===== src/rtl/mc_pkg.sv =====
// Shared definitions for the multicycle control FSM and the datapath mux encodings.
package mc_pkg;

  localparam logic [6:0] OP_R      = 7'b0110011;
  localparam logic [6:0] OP_IMM    = 7'b0010011;
  localparam logic [6:0] OP_LOAD   = 7'b0000011;
  localparam logic [6:0] OP_STORE  = 7'b0100011;
  localparam logic [6:0] OP_BRANCH = 7'b1100011;
  localparam logic [6:0] OP_JAL    = 7'b1101111;
  localparam logic [6:0] OP_JALR   = 7'b1100111;
  localparam logic [6:0] OP_LUI    = 7'b0110111;
  localparam logic [6:0] OP_AUIPC  = 7'b0010111;

  localparam logic [1:0] REG_SRC_ALU  = 2'd0;
  localparam logic [1:0] REG_SRC_MEM  = 2'd1;
  localparam logic [1:0] REG_SRC_PC4  = 2'd2;
  localparam logic [1:0] REG_SRC_IMM  = 2'd3;

  localparam logic [1:0] ALU_A_PC     = 2'd0;
  localparam logic [1:0] ALU_A_OLDPC  = 2'd1;
  localparam logic [1:0] ALU_A_RS1    = 2'd2;
  localparam logic [1:0] ALU_A_ZERO   = 2'd3;

  localparam logic [1:0] ALU_B_RS2    = 2'd0;
  localparam logic [1:0] ALU_B_IMM    = 2'd1;
  localparam logic [1:0] ALU_B_FOUR   = 2'd2;

  localparam logic [1:0] ALU_ADD      = 2'd0;
  localparam logic [1:0] ALU_FUNC     = 2'd1;
  localparam logic [1:0] ALU_BR       = 2'd2;
  localparam logic [1:0] ALU_PASS_B   = 2'd3;

  localparam logic PC_SRC_ALU    = 1'b0;
  localparam logic PC_SRC_RESULT = 1'b1;
  localparam logic ADDR_PC       = 1'b0;
  localparam logic ADDR_RESULT   = 1'b1;

  typedef enum logic [3:0] {
    S_IDLE, S_FETCH, S_DECODE, S_EXEC_R, S_EXEC_I, S_ALU_WB, S_MEM_ADDR, S_MEM_RD,
    S_MEM_WB, S_MEM_WR, S_BRANCH, S_JAL, S_JALR, S_LUI, S_AUIPC, S_TRAP
  } state_t;

  // Per-state control word; *_ack fields are qualified by a good memory handshake,
  // pc_upd_br by the branch condition.
  typedef struct packed {
    logic       pc_upd;
    logic       pc_upd_ack;
    logic       pc_upd_br;
    logic       pc_src;
    logic       ir_wr_ack;
    logic       addr_src;
    logic       mem_read;
    logic       mem_write;
    logic       reg_write;
    logic [1:0] reg_src;
    logic [1:0] alu_src_a;
    logic [1:0] alu_src_b;
    logic [1:0] alu_ctrl;
    logic       trap;
  } ctrl_t;

  function automatic ctrl_t ctrl_of(input state_t s);
    ctrl_t c;
    c = '0;
    case (s)
      S_FETCH: begin
        c.mem_read = 1'b1;  c.addr_src = ADDR_PC;
        c.alu_src_a = ALU_A_PC; c.alu_src_b = ALU_B_FOUR; c.alu_ctrl = ALU_ADD;
        c.ir_wr_ack = 1'b1; c.pc_upd_ack = 1'b1; c.pc_src = PC_SRC_ALU;
      end
      S_DECODE:   begin c.alu_src_a = ALU_A_OLDPC; c.alu_src_b = ALU_B_IMM; c.alu_ctrl = ALU_ADD; end
      S_EXEC_R:   begin c.alu_src_a = ALU_A_RS1; c.alu_src_b = ALU_B_RS2; c.alu_ctrl = ALU_FUNC; end
      S_EXEC_I:   begin c.alu_src_a = ALU_A_RS1; c.alu_src_b = ALU_B_IMM; c.alu_ctrl = ALU_FUNC; end
      S_ALU_WB:   begin c.reg_write = 1'b1; c.reg_src = REG_SRC_ALU; end
      S_MEM_ADDR: begin c.alu_src_a = ALU_A_RS1; c.alu_src_b = ALU_B_IMM; c.alu_ctrl = ALU_ADD; end
      S_MEM_RD:   begin c.mem_read = 1'b1; c.addr_src = ADDR_RESULT; end
      S_MEM_WB:   begin c.reg_write = 1'b1; c.reg_src = REG_SRC_MEM; end
      S_MEM_WR:   begin c.mem_write = 1'b1; c.addr_src = ADDR_RESULT; end
      S_BRANCH: begin
        c.alu_src_a = ALU_A_RS1; c.alu_src_b = ALU_B_RS2; c.alu_ctrl = ALU_BR;
        c.pc_upd_br = 1'b1; c.pc_src = PC_SRC_RESULT;
      end
      S_JAL: begin
        c.reg_write = 1'b1; c.reg_src = REG_SRC_PC4; c.pc_upd = 1'b1; c.pc_src = PC_SRC_RESULT;
      end
      S_JALR: begin
        c.alu_src_a = ALU_A_RS1; c.alu_src_b = ALU_B_IMM; c.alu_ctrl = ALU_ADD;
        c.reg_write = 1'b1; c.reg_src = REG_SRC_PC4; c.pc_upd = 1'b1; c.pc_src = PC_SRC_ALU;
      end
      S_LUI:   begin c.reg_write = 1'b1; c.reg_src = REG_SRC_IMM; end
      S_AUIPC: begin
        c.alu_src_a = ALU_A_OLDPC; c.alu_src_b = ALU_B_IMM; c.reg_write = 1'b1; c.reg_src = REG_SRC_ALU;
      end
      S_TRAP:  c.trap = 1'b1;
      default: c = '0;
    endcase
    return c;
  endfunction

endpackage


===== src/rtl/mc_wait_timer.sv =====
// Memory wait counter: counts stalled cycles in a waiting state and flags the last allowed one.
module mc_wait_timer #(
  parameter int unsigned MEM_TIMEOUT = 16
) (
  input  logic clk,
  input  logic rst_n,
  input  logic in_wait,
  input  logic mem_ready,
  output logic timeout_c
);

  localparam int unsigned CW = (MEM_TIMEOUT > 1) ? $clog2(MEM_TIMEOUT) : 1;
  localparam logic [CW-1:0] LAST = CW'(MEM_TIMEOUT - 1);

  logic [CW-1:0] cnt_q;
  logic          stall_c;

  assign stall_c   = in_wait & ~mem_ready;
  assign timeout_c = stall_c & (cnt_q == LAST);

  // Any cycle that is not a continuing stall leaves the counter at zero for the next wait.
  always_ff @(posedge clk or negedge rst_n) begin
    if (!rst_n) begin
      cnt_q <= '0;
    end else if (stall_c && !timeout_c) begin
      cnt_q <= cnt_q + CW'(1);
    end else begin
      cnt_q <= '0;
    end
  end

endmodule


===== src/rtl/mc_control_fsm.sv =====
// Multicycle control FSM for the OTTER RV32I core with memory handshake, timeout and trap.
module mc_control_fsm
  import mc_pkg::*;
#(
  parameter int unsigned MEM_TIMEOUT  = 16,
  parameter bit          TRAP_ILLEGAL = 1'b1,
  parameter int unsigned CNT_W        = 32
) (
  input  logic             clk,
  input  logic             rst_n,
  input  logic [6:0]       opcode,
  input  logic             br_taken,
  input  logic             mem_ready,
  input  logic             mem_error,
  output logic             pcUpdate,
  output logic             pcSrc,
  output logic             irWrite,
  output logic             addrSrc,
  output logic             memRead,
  output logic             memWrite,
  output logic             regWrite,
  output logic [1:0]       regSrc,
  output logic [1:0]       aluSrcA,
  output logic [1:0]       aluSrcB,
  output logic [1:0]       aluCtrl,
  output logic             trap,
  output logic             retire,
  output logic [CNT_W-1:0] instret
);

  state_t           state_q, state_d;
  ctrl_t            ctrl_q;
  logic             done_c, ack_c, in_wait_c, timeout_c;
  logic [CNT_W-1:0] instret_q;

  assign in_wait_c = (state_q == S_FETCH) || (state_q == S_MEM_RD) || (state_q == S_MEM_WR);
  assign ack_c     = mem_ready & ~mem_error;

  mc_wait_timer #(.MEM_TIMEOUT(MEM_TIMEOUT)) u_timer (
    .clk       (clk),
    .rst_n     (rst_n),
    .in_wait   (in_wait_c),
    .mem_ready (mem_ready),
    .timeout_c (timeout_c)
  );

  // Next state and instruction-completion strobe.
  always_comb begin
    state_d = state_q;
    done_c  = 1'b0;
    case (state_q)
      S_IDLE: state_d = S_FETCH;
      S_FETCH, S_MEM_RD, S_MEM_WR: begin
        if (timeout_c) begin
          state_d = S_TRAP;
        end else if (mem_ready) begin
          if (mem_error) begin
            state_d = S_TRAP;
          end else begin
            case (state_q)
              S_FETCH:  state_d = S_DECODE;
              S_MEM_RD: state_d = S_MEM_WB;
              default: begin
                state_d = S_FETCH;
                done_c  = 1'b1;
              end
            endcase
          end
        end
      end
      S_DECODE: begin
        case (opcode)
          OP_R:               state_d = S_EXEC_R;
          OP_IMM:             state_d = S_EXEC_I;
          OP_LOAD, OP_STORE:  state_d = S_MEM_ADDR;
          OP_BRANCH:          state_d = S_BRANCH;
          OP_JAL:             state_d = S_JAL;
          OP_JALR:            state_d = S_JALR;
          OP_LUI:             state_d = S_LUI;
          OP_AUIPC:           state_d = S_AUIPC;
          default: begin
            if (TRAP_ILLEGAL) begin
              state_d = S_TRAP;
            end else begin
              state_d = S_FETCH;
              done_c  = 1'b1;
            end
          end
        endcase
      end
      S_EXEC_R, S_EXEC_I: state_d = S_ALU_WB;
      S_MEM_ADDR:         state_d = (opcode == OP_STORE) ? S_MEM_WR : S_MEM_RD;
      S_ALU_WB, S_MEM_WB, S_BRANCH, S_JAL, S_JALR, S_LUI, S_AUIPC: begin
        state_d = S_FETCH;
        done_c  = 1'b1;
      end
      S_TRAP:  state_d = S_TRAP;
      default: state_d = S_TRAP;
    endcase
  end

  // Control word is registered from the next state so it always matches state_q.
  always_ff @(posedge clk or negedge rst_n) begin
    if (!rst_n) begin
      state_q   <= S_IDLE;
      ctrl_q    <= '0;
      instret_q <= '0;
    end else begin
      state_q <= state_d;
      ctrl_q  <= ctrl_of(state_d);
      if (done_c) begin
        instret_q <= instret_q + CNT_W'(1);
      end
    end
  end

  assign pcUpdate = ctrl_q.pc_upd | (ctrl_q.pc_upd_ack & ack_c) | (ctrl_q.pc_upd_br & br_taken);
  assign pcSrc    = ctrl_q.pc_src;
  assign irWrite  = ctrl_q.ir_wr_ack & ack_c;
  assign addrSrc  = ctrl_q.addr_src;
  assign memRead  = ctrl_q.mem_read;
  assign memWrite = ctrl_q.mem_write;
  assign regWrite = ctrl_q.reg_write;
  assign regSrc   = ctrl_q.reg_src;
  assign aluSrcA  = ctrl_q.alu_src_a;
  assign aluSrcB  = ctrl_q.alu_src_b;
  assign aluCtrl  = ctrl_q.alu_ctrl;
  assign trap     = ctrl_q.trap;
  assign retire   = done_c;
  assign instret  = instret_q;

endmodule


===== config.mk =====
export PLATFORM = sky130hd
export DESIGN_NAME = mc_control_fsm
export DESIGN_NICKNAME = d
export VERILOG_FILES = /design/src/rtl/mc_pkg.sv /design/src/rtl/mc_wait_timer.sv /design/src/rtl/mc_control_fsm.sv
export SDC_FILE = /design/constraint.sdc
export NUM_CORES = 1
export LEC_CHECK = 0
export BUFFER_PORTS_ARGS = -buffer_cell sky130_fd_sc_hd__buf_2
export CAP_MARGIN = 20
export CORE_MARGIN = 2
export CORE_UTILIZATION = 35
export CTS_CLUSTER_DIAMETER = 150
export DETAILED_ROUTE_END_ITERATION = 8
export GPL_TIMING_DRIVEN = 0
export PLACE_DENSITY_LB_ADDON = 0.25
export SLEW_MARGIN = 20
export SYNTH_ARGS = -nofsm -noshare
export SYNTH_HDL_FRONTEND = slang
export SYNTH_SLANG_ARGS = --single-unit

===== constraint.sdc =====
create_clock -name clk -period 2.32 [get_ports clk]
set_clock_uncertainty 0.2 [all_clocks]
set_input_delay 0.116 -clock clk [delete_from_list [all_inputs] [get_ports clk]]
set_output_delay 0.116 -clock clk [all_outputs]
set_load 0.05 [all_outputs]

# Yosys cells after proc, flatten, opt, wreduce, memory -nomap -nowiden

Index checks and enable logic that the tools add are counted.
Widths: inputs -> output; s select.

Register bits: 57
Output and inout bits: 49
Input port bits: 12

$add $sub $neg: 2
Muxes and demuxes: 24
Equality and inequality tests: 40
Reductions and logical operators: 20
Bitwise gates (word level): 9

Operators by type and width:

| cell                  | count |
|---|---|
| $eq 4x4->1 const B    | 17 |
| $add 32x1->32 const B | 1 |
| $eq 4x3->1 const B    | 8 |
| $pmux 4 s8            | 1 |
| $pmux 4 s6            | 1 |
| $reduce_or 2->1       | 11 |
| $eq 7x6->1 const B    | 3 |
| $eq 7x7->1 const B    | 3 |
| $mux 4                | 5 |
| $eq 4x2->1 const B    | 4 |
| $pmux 4 s4            | 1 |
| $eq 7x5->1 const B    | 2 |
| $mux 1                | 12 |
| $pmux 3 s4            | 1 |
| $eq 4x1->1 const B    | 2 |
| $pmux 4 s2            | 1 |
| $reduce_or 8->1       | 1 |
| $eq 7x2->1 const B    | 1 |
| $reduce_or 7->1       | 1 |
| $reduce_or 3->1       | 2 |
| $and 1x1->1           | 5 |
| $add 4x1->4 const B   | 1 |
| $logic_not 4->1       | 1 |
| $pmux 2 s2            | 1 |
| other kinds (6)       | 9 |

# Longest topological paths before layout

Depth in word-level cells: 10
Depth in mapped cells: 9
Gate-level depth less buffers: 8

# Cells and area by module

From an unflattened synthesis, not the netlist that was laid out.

Cell total of the unflattened synthesis: 273
Area, all modules: 2,881.5 um^2

By module, submodules not included:

| module         | cells an instance | area each (um^2) | times used |
|---|---|---|---|
| mc_control_fsm | 256               | 2,683.8          | 1 |
| mc_wait_timer  | 17                | 197.7            | 1 |

# Least setup slack after synthesis

OpenSTA, ideal clock, no wires.

Path type: register to register
Start: reg instret_q[7] (netlist: instret[7])
End: reg instret_q[22] (netlist: instret[22])
Setup slack: -10 ps
Stages on the path, launching flop included: 8
Data arrival time: 1,989 ps
Library setup time: 141 ps
Path through: dfrtp_1 -> and4_1 -> and3_1 -> and4_1 -> and3_1 -> clkbuf_1 -> nand4_1 -> xnor2_1

Longest elaborated chain between the ends: 1

RTL lines:

| element                  | RTL line              | text |
|---|---|---|
| start: declaration       | mc_control_fsm.sv:34  | `logic [CNT_W-1:0] instret_q;` |
| start signal: assignment | mc_control_fsm.sv:112 | `instret_q <= instret_q + CNT_W'(1);` |
| $add 32x1->32            | mc_control_fsm.sv:112 |  |

Every way passes these cells.
A chain may end at the register's enable or synchronous reset.

# Final worst setup path

Start: reg state_q[2]
End: reg instret_q[31] (netlist: instret[31])

Longest elaborated chain between the ends: 7
Elaborated cells between the ends (all ways): 22

RTL lines:

| element                                                              | RTL line                                                         | text |
|---|---|---|
| start: declaration                                                   | mc_control_fsm.sv:31                                             | `state_t state_q, state_d;` |
| start signal: assignment                                             | mc_control_fsm.sv:109                                            | `state_q <= state_d;` |
| $eq 4x1->1 / $eq 4x3->1 (equally long branches)                      | mc_control_fsm.sv:36, mc_control_fsm.sv:51, mc_control_fsm.sv:60 |  |
| $reduce_or 2->1 (no line) / $logic_or 1x1->1 (equally long branches) | --                                                               |  |
| $mux 1 / $logic_or 1x1->1 (equally long branches)                    | mc_control_fsm.sv:60, mc_control_fsm.sv:36                       |  |
| $mux 1 / $and 1x1->1 (equally long branches)                         | mc_control_fsm.sv:57, mc_wait_timer.sv:18                        |  |
| $mux 1 / $and 1x1->1 (equally long branches)                         | mc_control_fsm.sv:56, mc_wait_timer.sv:19                        |  |
| $mux 1                                                               | mc_control_fsm.sv:54                                             | `if (timeout_c) begin` |
| $pmux 1 s2 (*)                                                       | mc_control_fsm.sv:51                                             | `case (state_q)` |

Every way passes the cells marked *; elsewhere a longest branch is shown, timed or not.

==> metrics.txt <==
status=completed; Worst Hold Class=primary input to async pin; Ports=61; Vias per Instance=4.918; commonest non-fill, non-tap cell in the layout=buf_2; P&R area growth vs syn=29.49%; Synth Warn #=0; Worst Tran Pin Value=0.7124 ns; post-synth design cell area=2770 µm²; Net count, final=356; CTS tree=built; Gate Count Post-Synth=258; antenna violations before repair=0; starting density of the core=36.04%; Critical Path Fanout Max=10; setup violators final=0; Initial DRC Count=77; CP Cell Sequence=buf_2 > and2_1 > a21o_1 > a22oi_2 > buf_6 > and4_4 > buf_2 > nand4_1 > xnor2_1; Total Power=0.004661 W; worst setup margin=0.08942 ns; Core Rows=32; Core Util, Final=46.66%; Synth Flop Type=dfrtp_1; Synth cell types=53; vias in the first global route=2061; Total GRT Usage=14.12%; Fmax achieved=448.3 MHz; Synth Register Bits=57; layout cells sized above 1=36.31%; DP HPWL=3.986 mm; Post-DP Area=3203 µm²; most frequent cells in the layout=buf_2 (60), dfrtp_1 (55), xnor2_1 (30); Pleak=1.785 nW; grt total ovfl=0; PwrDens=1299 nW/µm²; R2R cell count=9; post-synth net total=272; DRT Pass-1 Iters=4; Max VDD drop=1.037 mV; worst-skew pair later-pin latency=0.33 ns; DRC violations left=0; GP Congestion=0.7593; post-place setup slack=-0.1026 ns; Worst setup SP type=flop; Num CTS Buffers=9; period utilization=96.15%; Core Area=7687 µm²; Detail Route Antenna Nets=0; Post-synth EDFFs=0; sequential fraction of the synthesis area=51.49%; max incr delay on CP=0.38 ns; port bufs=60; CP endpoint kind=flop; CP required=2.34 ns; Reg2Reg Setup Slack=0.09 ns; Final Cell Area=3587 µm²; Slew Limit Fails=0; Total Wirelength=5.895 mm; routed length per instance=13.13 µm; max_slew headroom=52.51%; DIE HEIGHT=92.97 µm; min Tclk post-route=2.231 ns; final hold viol count=0; max-cap viol count=0; asr flop ratio synth=100.0%; Final TNS setup=0 ns; H-Tree Depth=3; critical path arrival=2.25 ns; first-pass GRT wire length=9.653 mm; Syn Area/Cell=10.74 µm²; clock-pin transition on the worst setup and hold timing paths=0.07 ns; die width=92.97 µm; type of the worst setup path=flop to flop; # diodes=0; RSZ-0062 raised after global routing=yes; Vias=2208; DIE AREA=8642 µm²; largest net degree at the start of global routing=58; root buf cell=clkbuf_8; CTS Sinks=57; CP max stage cell=dfrtp_1; largest buffer count on any clock path=2; most used cell, CP=buf_2
cell type report:
type                       count  area, µm²
tap                          102      127.6
buffer                        16      132.6
inverter                       6      28.78
clock inverter                 4      51.30
multi-input combinational    178       1237
timing repair buffer          74      425.4
fill                         749       4100
clock buffer                  12      155.1
sequential                    57       1429
critical path, delay by kind of cell (launching register included):
family / cells / cell delay [ns]
AND/OR/NAND/NOR: 3 / 0.52
buffers and inverters: 3 / 0.49
AO/OA/AOI/OAI: 2 / 0.40
flip-flops: 1 / 0.38
XOR/XNOR: 1 / 0.14
state kept, by name (all words and copies together) (netlist names), 2 cells and up:
name / flops
aluSrcA: 2
aluCtrl: 2
state_q: 4
aluSrcB: 2
instret: 32
ctrl_q: 3
regSrc: 2
u_timer.cnt_q: 4
per-layer routing:
metal / wire length, µm / part of all wire (%) / global-route usage (%) / vias to the layer above
li1: - / - / - / 1072
met1: 2775 / 47 / 18.90 / 1079
met2: 2764 / 47 / 21.56 / 49
met3: 273 / 4.6 / 4.150 / 8
met4: 82 / 1.4 / 5.515 / 0
met5: 0 / 0 / 0 / -
cell families (layout without fill, tap and decap cells):
family | Yosys count | after routing | share of synthesized area, %
simple gates | 104 | 104 | 21.27
compound gates | 33 | 33 | 8.672
flops | 57 | 57 | 51.49
mux | 3 | 3 | 1.129
xor+xnor | 36 | 36 | 11.38
fa+ha+maj | 2 | 2 | 0.9032
buf+inv | 23 | 112 | 5.148
repair_timing:
action	CTS	global route
endpoints found under the hold margin	61	0
gates resized for setup	3	19
pin swaps	0	5
hold buffers	2	0
endpoints found under the setup margin	10	29
cloned	0	1
buffers inserted	0	11
cell usage after synthesis, drive strengths merged (2+ instances only):
cell | n | area share [%]
dfrtp | 57 | 51
buf | 16 | 4.1
a21oi | 9 | 1.6
o21ai | 6 | 1.1
and4 | 6 | 1.9
o311ai | 2 | 0.63
a22oi | 3 | 0.99
nand4b | 2 | 0.63
nand2b | 3 | 0.68
nand2 | 22 | 3.2
nand4 | 12 | 2.7
o2bb2ai | 2 | 0.63
and2 | 5 | 1.1
nor2 | 13 | 1.8
nor3 | 3 | 0.54
mux2i | 2 | 0.72
or3 | 2 | 0.63
xnor2 | 30 | 9.5
nor2b | 2 | 0.45
inv | 5 | 0.77
and3 | 11 | 2.5
nand3 | 15 | 2.7
xor2 | 6 | 1.9
and3b | 2 | 0.68
ha | 2 | 0.90
path summary, 6_finish.rpt:
check | from | to
max in group asynchronous | rst_n | instret[8]
worst min-delay path | rst_n | aluSrcA[1]
min in group clk | u_timer.cnt_q[0] | u_timer.cnt_q[0]
worst max register to register | state_q[2] | instret[31]
worst max-delay path | state_q[2] | instret[31]
worst min register to register | u_timer.cnt_q[0] | u_timer.cnt_q[0]
per-stage QoR:
step	std cells	hold WS, ns
3_3_place_gp	420	0.2479
6_report	449	0.1903
5_1_grt	449	0.2484
4_1_cts	438	0.2051
2_1_floorplan	258	-0.3796
3_5_place_dp	420	0.03267
power breakdown:
group	leakage [nW]	internal, W	switching (W)
Combinational	0.921	0.000930	0.00148
Sequential	0.761	0.00119	0.000115
Clock	0.103	0.000555	0.000394
Note: power is estimated with default switching activity, not from simulation.
